$ cat src/rtl/ob_ask_table.sv
// ob_ask_table: N-slot resting ask table that tracks the lowest-price entry.
// CANCEL-by-uid is built only when OB_ASK_TABLE_CANCEL_EN is defined; otherwise op 10 is BADOP.
module ob_ask_table #(
  parameter int N       = 16,
  parameter int PRICE_W = 16,
  parameter int QTY_W   = 16,
  parameter int UID_W   = 32
) (
  input  logic               clk,
  input  logic               rst,
  input  logic               cmd_vld,
  input  logic [1:0]         cmd_op,
  input  logic [UID_W-1:0]   cmd_uid,
  input  logic [PRICE_W-1:0] cmd_price,
  input  logic [QTY_W-1:0]   cmd_qty,
  output logic               cmd_rdy,
  output logic               rsp_vld,
  output logic [2:0]         rsp_status,
  output logic [UID_W-1:0]   rsp_uid,
  output logic [PRICE_W-1:0] rsp_price,
  output logic [QTY_W-1:0]   rsp_qty,
  output logic               best_vld,
  output logic [UID_W-1:0]   best_uid,
  output logic [PRICE_W-1:0] best_price,
  output logic [QTY_W-1:0]   best_qty,
  output logic [$clog2(N):0] occupancy,
  output logic               o_dbg_state
);
  localparam int IDX_W = $clog2(N);
  localparam int CNT_W = IDX_W + 1;
  localparam logic [2:0] ST_OK = 3'd0, ST_FULL = 3'd1, ST_EMPTY = 3'd2,
                         ST_NOTFOUND = 3'd3, ST_BADOP = 3'd4;

  typedef enum logic {S_IDLE = 1'b0, S_UPDATE = 1'b1} state_t;

  // Handshake: a command is taken on a rising edge with cmd_vld && cmd_rdy;
  // exactly one rsp_vld pulse follows in the next cycle (the UPDATE cycle).
  state_t               r_state, w_state_nxt;
  logic [N-1:0]         r_valid;
  logic [UID_W-1:0]     r_uid   [N];
  logic [PRICE_W-1:0]   r_price [N];
  logic [QTY_W-1:0]     r_qty   [N];
  logic [CNT_W-1:0]     r_occ;
  logic                 r_rsp_vld;
  logic [2:0]           r_rsp_status;
  logic [UID_W-1:0]     r_rsp_uid;
  logic [PRICE_W-1:0]   r_rsp_price;
  logic [QTY_W-1:0]     r_rsp_qty;
  logic                 r_best_vld;
  logic [IDX_W-1:0]     r_best_idx;
  logic [UID_W-1:0]     r_best_uid;
  logic [PRICE_W-1:0]   r_best_price;
  logic [QTY_W-1:0]     r_best_qty;

  logic                 w_accept;
  logic                 w_free_found, w_min_found;
  logic [IDX_W-1:0]     w_free_idx, w_min_idx, w_rm_idx;
  logic [PRICE_W-1:0]   w_min_price;
  logic                 w_do_ins, w_do_rm;
  logic [2:0]           w_status;
  logic [UID_W-1:0]     w_rsp_uid;
  logic [PRICE_W-1:0]   w_rsp_price;
  logic [QTY_W-1:0]     w_rsp_qty;

  always_comb begin
    w_state_nxt = r_state;
    cmd_rdy     = 1'b0;
    case (r_state)
      S_IDLE: begin
        cmd_rdy = rst;
        if (cmd_vld && rst) w_state_nxt = S_UPDATE;
      end
      S_UPDATE: w_state_nxt = S_IDLE;
      default:  w_state_nxt = S_IDLE;
    endcase
  end

  assign w_accept = cmd_vld && cmd_rdy;

  always_comb begin
    w_free_found = 1'b0;
    w_free_idx   = '0;
    for (int i = N - 1; i >= 0; i--) begin
      if (!r_valid[i]) begin
        w_free_found = 1'b1;
        w_free_idx   = IDX_W'(i);
      end
    end
  end

  // Strict less-than keeps the lowest index on equal prices.
  always_comb begin
    w_min_found = 1'b0;
    w_min_idx   = '0;
    w_min_price = '0;
    for (int i = 0; i < N; i++) begin
      if (r_valid[i] && (!w_min_found || r_price[i] < w_min_price)) begin
        w_min_found = 1'b1;
        w_min_idx   = IDX_W'(i);
        w_min_price = r_price[i];
      end
    end
  end

`ifdef OB_ASK_TABLE_CANCEL_EN
  logic             w_cx_found;
  logic [IDX_W-1:0] w_cx_idx;
  always_comb begin
    w_cx_found = 1'b0;
    w_cx_idx   = '0;
    for (int i = N - 1; i >= 0; i--) begin
      if (r_valid[i] && r_uid[i] == cmd_uid) begin
        w_cx_found = 1'b1;
        w_cx_idx   = IDX_W'(i);
      end
    end
  end
`endif

  always_comb begin
    w_status    = ST_BADOP;
    w_do_ins    = 1'b0;
    w_do_rm     = 1'b0;
    w_rm_idx    = '0;
    w_rsp_uid   = cmd_uid;
    w_rsp_price = cmd_price;
    w_rsp_qty   = cmd_qty;
    case (cmd_op)
      2'b00: begin
        w_status = w_free_found ? ST_OK : ST_FULL;
        w_do_ins = w_free_found;
      end
      2'b01: begin
        if (r_best_vld) begin
          w_status    = ST_OK;
          w_do_rm     = 1'b1;
          w_rm_idx    = r_best_idx;
          w_rsp_uid   = r_best_uid;
          w_rsp_price = r_best_price;
          w_rsp_qty   = r_best_qty;
        end else begin
          w_status = ST_EMPTY;
        end
      end
      2'b10: begin
`ifdef OB_ASK_TABLE_CANCEL_EN
        if (w_cx_found) begin
          w_status    = ST_OK;
          w_do_rm     = 1'b1;
          w_rm_idx    = w_cx_idx;
          w_rsp_uid   = r_uid[w_cx_idx];
          w_rsp_price = r_price[w_cx_idx];
          w_rsp_qty   = r_qty[w_cx_idx];
        end else begin
          w_status = ST_NOTFOUND;
        end
`else
        w_status = ST_BADOP;
`endif
      end
      default: w_status = ST_BADOP;
    endcase
  end

  always_ff @(posedge clk) begin
    if (!rst) begin
      r_state      <= S_IDLE;
      r_valid      <= '0;
      r_occ        <= '0;
      r_rsp_vld    <= 1'b0;
      r_rsp_status <= '0;
      r_rsp_uid    <= '0;
      r_rsp_price  <= '0;
      r_rsp_qty    <= '0;
      r_best_vld   <= 1'b0;
      r_best_idx   <= '0;
      r_best_uid   <= '0;
      r_best_price <= '0;
      r_best_qty   <= '0;
    end else begin
      r_state   <= w_state_nxt;
      r_rsp_vld <= w_accept;
      if (w_accept) begin
        r_rsp_status <= w_status;
        r_rsp_uid    <= w_rsp_uid;
        r_rsp_price  <= w_rsp_price;
        r_rsp_qty    <= w_rsp_qty;
        if (w_do_ins) begin
          r_valid[w_free_idx] <= 1'b1;
          r_occ               <= r_occ + CNT_W'(1);
        end else if (w_do_rm) begin
          r_valid[w_rm_idx] <= 1'b0;
          r_occ             <= r_occ - CNT_W'(1);
        end
      end
      // Table already reflects the command during UPDATE; publish the new best.
      if (r_state == S_UPDATE) begin
        r_best_vld   <= w_min_found;
        r_best_idx   <= w_min_idx;
        r_best_uid   <= w_min_found ? r_uid[w_min_idx]   : '0;
        r_best_price <= w_min_found ? r_price[w_min_idx] : '0;
        r_best_qty   <= w_min_found ? r_qty[w_min_idx]   : '0;
      end
    end
  end

  always_ff @(posedge clk) begin
    if (rst && w_accept && w_do_ins) begin
      r_uid[w_free_idx]   <= cmd_uid;
      r_price[w_free_idx] <= cmd_price;
      r_qty[w_free_idx]   <= cmd_qty;
    end
  end

  // A reset arriving in UPDATE suppresses the pending response.
  assign rsp_vld     = r_rsp_vld & rst;
  assign rsp_status  = r_rsp_status;
  assign rsp_uid     = r_rsp_uid;
  assign rsp_price   = r_rsp_price;
  assign rsp_qty     = r_rsp_qty;
  assign best_vld    = r_best_vld;
  assign best_uid    = r_best_uid;
  assign best_price  = r_best_price;
  assign best_qty    = r_best_qty;
  assign occupancy   = r_occ;
  assign o_dbg_state = r_state;
endmodule

$ cat config.mk
export PLATFORM = sky130hd
export DESIGN_NAME = ob_ask_table
export DESIGN_NICKNAME = d
export VERILOG_FILES = /design/src/rtl/ob_ask_table.sv
export SDC_FILE = /design/constraint.sdc
export NUM_CORES = 2
export LEC_CHECK = 0
export ABC_AREA = 1
export BUFFER_PORTS_ARGS = -buffer_cell sky130_fd_sc_hd__buf_4
export CORE_ASPECT_RATIO = 0.75
export CORE_MARGIN = 3
export CORE_UTILIZATION = 65
export CTS_CLUSTER_DIAMETER = 60
export DETAILED_ROUTE_END_ITERATION = 10
export HOLD_SLACK_MARGIN = 0.1
export PLACE_DENSITY_LB_ADDON = 0.08
export SLEW_MARGIN = 20
export SYNTH_ARGS = -nofsm -noshare
export SYNTH_HDL_FRONTEND = slang
export SYNTH_SLANG_ARGS = --single-unit
$ cat constraint.sdc
create_clock -name clk -period 53.4 [get_ports clk]
set_clock_uncertainty 0.05 [all_clocks]
set_input_delay 2.67 -clock clk [delete_from_list [all_inputs] [get_ports clk]]
set_output_delay 2.67 -clock clk [all_outputs]
set_load 0.02 [all_outputs]
After elaboration in Yosys (flattened, before gate mapping)
Memories as Yosys holds them, arrays and structs flattened.
Index checks and enable logic that the tools add are counted.
- add/sub/neg operators: 2
- $lt $le $gt $ge: 19
- equality and inequality tests: 1
- multiplexer cells: 108
- bitwise gates (word level): 5
- reduce and logical (&&, ||, !) cells: 54
- operator list (kind ; number):
    16-bit 2-to-1 mux ; 23
    16-bit < comparator ; 15
    4-bit 2-to-1 mux ; 32
    32-bit 2-to-1 mux ; 3
    1-bit 2-to-1 mux ; 43
    1-bit logical AND ; 21
    16-bit AND ; 1
    16-bit inverter ; 1
    16-bit bitwise OR ; 1
    1-bit zero test ; 15
    1-bit logical OR ; 15
    4-bit by 5-bit < comparator with 1-bit output, second input constant ; 2
    5-bit 2-to-1 mux ; 2
    1-bit demux with 4-bit select ; 2
    4-bit by 1-bit greater-or-equal comparator with 1-bit output, second input constant ; 2
    3-bit one-hot mux with 2 select lines ; 1
    5-bit by 1-bit adder with 5-bit output, second input constant ; 1
    5-bit by 1-bit subtractor with 5-bit output, second input constant ; 1
    2-bit by 1-bit equality test with 1-bit output, second input constant ; 1
    2-bit zero test ; 1
    2-bit 2-to-1 mux ; 1
    1-bit one-hot mux with 2 select lines ; 1
    2-bit AND reduction ; 1
    2-bit nonzero test ; 1
    other kinds (2) ; 2
- flip-flop bits (word level): 159
- RAM bits: 1024
- input port bits: 69
- output and inout port bits: 140
- word-level logic and storage cells: 205
- memories kept: 3
- memories (name ; words ; bits a word ; rd ports ; clocked after memory_dff ; write ports ; RTL line ; source):
    r_uid ; 16 ; 32 ; 1 ; 0 ; 1 ; 40 ; logic [UID_W-1:0] r_uid [N];
    r_price ; 16 ; 16 ; 17 ; 0 ; 1 ; 41 ; logic [PRICE_W-1:0] r_price [N];
    r_qty ; 16 ; 16 ; 1 ; 0 ; 1 ; 42 ; logic [QTY_W-1:0] r_qty [N];

Depth between registers and ports, before layout
An unclocked memory read counts as a cell.
- depth in word-level cells: 64
- mapped depth: 229
- gate-level depth less buffers: 201

Worst setup path before layout
Ideal clock, no wire load.
- kind: reg-to-reg
- start point: register r_valid[0]
- end point: register r_best_uid[2] (netlist: best_uid[2])
- library setup time: 58 ps
- arrival time: 24473 ps
- required time: 53292 ps
- path slack: 28819 ps
- stages on the path, launching flop included: 188
- path buffers: 31
- clock period less this slack: 24581 ps
- path through: dfxtp_1 clkbuf_8 clkbuf_1 nand2_1 ha_1 nand2_1 o21a_1 nor2_1 nor2_2 nand2_1 nand2_2 nand2_2 clkbuf_8 clkbuf_1 nand2_1 o21ai_0 ha_1 a21oi_1 [... 152 more ...] nand2_1 inv_1 nand3_1 a31oi_1 a2111oi_0 nand2_1 nand2_2 nand2_4 buf_8 nand2_8 buf_12 buf_12 nand2_2 nand3_2 nand3_1 nand3_1 nand3_1 nand2_1
- longest elaborated chain between the ends: 63
- elaborated cells on any way between the ends: 108
- classes of those cells: order compare: 15; mux: 47; reduce/logical: 45; memory: 1
- RTL lines (item ; RTL line ; source):
    start, declared ; 39 ; logic [N-1:0] r_valid;
    start signal, assigned ; 168 ; r_valid <= '0;
    start signal, assigned by index ; 189 ; r_valid[w_free_idx] <= 1'b1;
    start signal, assigned by index ; 192 ; r_valid[w_rm_idx] <= 1'b0;
    16-bit 2-to-1 mux / 1-bit 2-to-1 mux (equally long branches) ; 97 ; if (r_valid[i] && (!w_min_found || r_price[i] < w_min_price)) begin
    16-bit < comparator / 1-bit zero test (equally long branches) ; 97 ;
    1-bit logical OR ; 97 ;
    1-bit logical AND ; 97 ;
    16-bit 2-to-1 mux / 1-bit 2-to-1 mux (equally long branches) ; 97 ;
    16-bit < comparator / 1-bit zero test (equally long branches) ; 97 ;
    1-bit logical OR ; 97 ;
    1-bit logical AND ; 97 ;
    [... 47 more ...] ; -- ;
    1-bit logical AND ; 97 ;
    16-bit 2-to-1 mux / 1-bit 2-to-1 mux (equally long branches) ; 97 ;
    16-bit < comparator / 1-bit zero test (equally long branches) ; 97 ;
    1-bit logical OR ; 97 ;
    1-bit logical AND ; 97 ;
    4-bit 2-to-1 mux ; 97 ;
    memory read 16 x 32 bit ; -- ;
    32-bit 2-to-1 mux (*) ; 200 ; r_best_uid <= w_min_found ? r_uid[w_min_idx] : '0;
    end signal, assigned ; 200 ;
    end, declared ; 51 ; logic [UID_W-1:0] r_best_uid;
Every way passes the cells marked *; elsewhere a longest branch is shown, timed or not.
A chain may end at the register's enable or synchronous reset.

Final worst setup path
- start point: register r_valid[0]
- end point: register r_best_price[14] (netlist: best_price[14])
- longest elaborated chain between the ends: 63
- elaborated cells on any way between the ends: 108
- classes of those cells: order compare: 15; mux: 47; reduce/logical: 45; memory: 1
- RTL lines (item ; RTL line ; source):
    16-bit 2-to-1 mux / 1-bit 2-to-1 mux (equally long branches) ; 97 ;
    16-bit < comparator / 1-bit zero test (equally long branches) ; 97 ;
    1-bit logical OR ; 97 ;
    1-bit logical AND ; 97 ;
    16-bit 2-to-1 mux / 1-bit 2-to-1 mux (equally long branches) ; 97 ;
    16-bit < comparator / 1-bit zero test (equally long branches) ; 97 ;
    1-bit logical OR ; 97 ;
    1-bit logical AND ; 97 ;
    [... 47 more ...] ; -- ;
    1-bit logical AND ; 97 ;
    16-bit 2-to-1 mux / 1-bit 2-to-1 mux (equally long branches) ; 97 ;
    16-bit < comparator / 1-bit zero test (equally long branches) ; 97 ;
    1-bit logical OR ; 97 ;
    1-bit logical AND ; 97 ;
    4-bit 2-to-1 mux ; 97 ;
    memory read 16 x 16 bit ; -- ;
    16-bit 2-to-1 mux (*) ; 201 ; r_best_price <= w_min_found ? r_price[w_min_idx] : '0;
    end signal, assigned ; 201 ;
    end, declared ; 52 ; logic [PRICE_W-1:0] r_best_price;
Marks and branches as above.

==> flow_metrics.py <==
metrics = {
    "status": {
        "status": "complete, no violations",
    },
    "placed_design": {
        "place_hpwl_mm": 100,
        "io_buffers": 208,
        "placedCellCount": 6612,
        "place_congestion": 1.01,
    },
    "floorplanning": {
        "die-area_um2": 96000,
        "die_x_um": 357,
        "rows": 95,
        "start_util_pct": 66.3,
        "core_um2": 90500,
        "io_pins": 209,
        "fp.dieH_um": 269,
    },
    "global_routing": {
        "overflow": 0,
        "grt_pass1_wl_mm": 255,
        "first_global_vias": 41115,
        "grt_usage_pct": 35.2,
        "grt_max_degree": 238,
        "antenna_found_initial": 11,
    },
    "logic_synthesis": {
        "synth_seq_cells": 1183,
        "synth_edf_count": 1024,
        "syn_area_um2": 60000,
        "ys_types": 57,
        "synth_area_leaders": "edfxtp_1 (51%), nand3_1 (13%), nand2_1 (5.9%)",
        "syn_inst": 5503,
        "synth_top_area_share_pct": 51.3,
        "synth_flop_cell": "edfxtp_1",
        "async_flop_share_pct": 0,
        "syn_nets": 5785,
        "yosysSeqAreaShare_pct": 56.6,
        "yosysWarnings": 0,
        "avgSynthCellArea_um2": 10.9,
        "yosysTopAreaCell": "edfxtp_1",
    },
    "route": {
        "vias": 44039,
        "firstDrtPassIters": 9,
        "wl_mm": 171,
        "viasPerCell": 6.45,
        "initialDrtViolationCount": 6080,
        "ant_nets": 0,
        "avgRoutedWirePerCell_um": 25.0,
        "drc": 0,
    },
    "critical_path": {
        "start_kind": "flop",
        "r2r_cells": 144,
        "endpoint": "best_price[14]",
        "cp.required_ns": 54.01,
        "crit_fanout": 109,
        "slowest_delay_ns": 1.02,
        "crit_path_end_kind": "flop",
        "worstSetupStartpoint": "r_valid[0]",
        "r2r_start": "r_valid[0]",
        "cp_num_buf_inv": 6,
        "timing.rr.end": "best_price[14]",
        "cp.arrival_ns": 33.87,
        "cp_num_cells": 144,
        "crit_type": "flop to flop",
        "critPathTopFamily": "compound AO/OA/AOI/OAI gates",
        "crit_path_frequent_cell": "nand2_2",
        "critical-path-slowest-cell": "nand2_8",
        "ff2ff_setup_slack_ns": 20.14,
    },
    "clocking": {
        "postCtsHoldBufs": 0,
        "cts_resized": 0,
        "cts.sinks": 1183,
        "root_buffer": "clkbuf_16",
        "cts_setup_buffers": 0,
        "clk_path_buf_depth": 3,
        "htreeDepth": 3,
        "cts_tree": "yes",
        "cts_buffers": 111,
        "insertion_delay_ns": 0.72,
        "clk_pin_slew_ns": 0.07,
    },
    "job": {
        "max_cap_violations": 0,
    },
    "finish": {
        "drive_gt1_share_pct": 15.5,
        "layout.nets": 5796,
        "fin_cells": 6826,
        "area_growth_pct": 4.92,
        "nFillCells": 6708,
    },
    "sta": {
        "finalCritPeriodShare_pct": 62.3,
        "finalSetupTns_ns": 0,
        "min_period_ns": 33.26,
        "hold_viol": 0,
        "timing.slew.headroom_pct": 20.7,
        "setup_viol": 0,
        "rsz0062_at_grt": "no",
        "max_freq_mhz": 30.1,
        "worst_slew_pin_slew_ns": 1.19,
        "maxSlewViolCount": 0,
    },
    "min_path": {
        "worstHoldStart": "best_price[0]",
        "hold_class": "flop to flop",
    },
    "power": {
        "ir_worst_vdd_uv": 28.5,
        "power_density_nw_per_um2": 29.4,
        "leakage_nw": 25.2,
    },
}
[registers in the layout, summed over array words and instances (netlist names)]
signal and count:
r_rsp_vld 1, best_qty 16, r_uid 512, r_qty 256, best_price 16, r_best_idx 4
best_uid 32, best_vld 1, r_price 256, o_dbg_state 1, occupancy 5, rsp_price 16
r_valid 16, rsp_uid 32, rsp_qty 16, rsp_status 3
[tightest hold or removal path: cells and delay by family (launching register included)]
family,cells,cell delay [ns]
flip-flops,1,0.32
AND/OR/NAND/NOR,2,0.11
[cells in the final DEF, fill, tap and decap left out, types with 120 or more instances in the layout]
cell,synthesis,final
nand3_1,1518,1518
edfxtp_1,1024,1024
nand2_1,940,938
o21ai_0,343,343
buf_4,22,269
ha_1,212,212
nor2_1,182,178
dfxtp_1,159,159
nand2_2,151,151
inv_1,134,127
nand2_4,123,123
nand3_2,120,120
[through the flow]
step / power (mW) / utilization (%) / hold slack [ns] / area [um2] / setup WS, ns
floorplan: 1.05 / - / 0.414 / 60000 / 28.82
global route: 1.89 / 69.5 / 0.445 / 62900 / 16.98
finish: 1.85 / 69.5 / 0.427 / 62900 / 20.14
CTS: 1.85 / 69.5 / 0.425 / 62900 / 20.86
global placement: 1.08 / 65.5 / 0.406 / 59300 / 21.84
detailed placement: 1.08 / 65.5 / 0.413 / 59300 / 21.03
[routing by layer]
metal  wire length (um)  part of all wire (%)  vias up  GRT usage, %
li1                   -                     -    19770             -
met1              69800                    41    21324          51.8
met2              74600                    44     2595          52.0
met3              21300                    12      348          8.92
met4               5100                   3.0        2          10.5
met5                 13                0.0076        -             0
[Yosys cell counts (all sizes together), types with 3 or more instances]
library cell  instances
a2111oi              10
a211oi               21
a21oi                88
a31oi                11
buf                 138
bufbuf               30
clkbuf              136
dfxtp               159
dlygate4sd1          11
dlygate4sd3          13
dlymetal6s2s         43
edfxtp             1024
ha                  212
inv                 140
nand2              1215
nand3              1639
nand3b               10
nand4                21
nor2                185
nor3                 16
nor4                  6
o21ai               344
o21bai                8
o221a                 4
o22ai                 3
[cell families after synthesis]
kind of cell    after synthesis  share of synthesized area, %
simple gates               3093                          26.2
flops                      1183                          56.6
buf+inv                     514                          8.19
compound gates              498                          4.47
fa+ha+maj                   213                          4.46
xor+xnor                      2                        0.0292
[report_power, final]
part	switching, mW	internal (mW)	total [mW]	leakage (nW)
Clock	0.350	0.437	0.787	1.74
Combinational	0.0366	0.0140	0.0506	13.0
Sequential	0.00301	1.01	1.01	10.5
[how the worst min path moves through the flow]
| stage | depth (start not counted) | slack, ns | end |
|---|---|---|---|
| after floorplan | 2 | 0.41 | r_best_idx[0] |
| after global placement | 2 | 0.41 | occupancy[4] |
| after detailed placement | 2 | 0.41 | best_price[0] |
| after CTS | 2 | 0.42 | best_price[0] |
| after global routing | 2 | 0.44 | best_uid[15] |
| final | 2 | 0.43 | best_price[0] |
[final cells by class]
class	count	area, um2	area share [%]
Antenna cell	4	10.0	0.0159
Clock buffer	149	3010	4.79
Clock inverter	60	572	0.909
Inverter	140	543	0.863
Multi-Input combinational cell	3806	21200	33.7
Sequential cell	1183	33900	53.9
Tap cell	1212	1520	2.41
Timing Repair Buffer	272	2090	3.32
No activity file was read; power rests on OpenSTA's default activity.
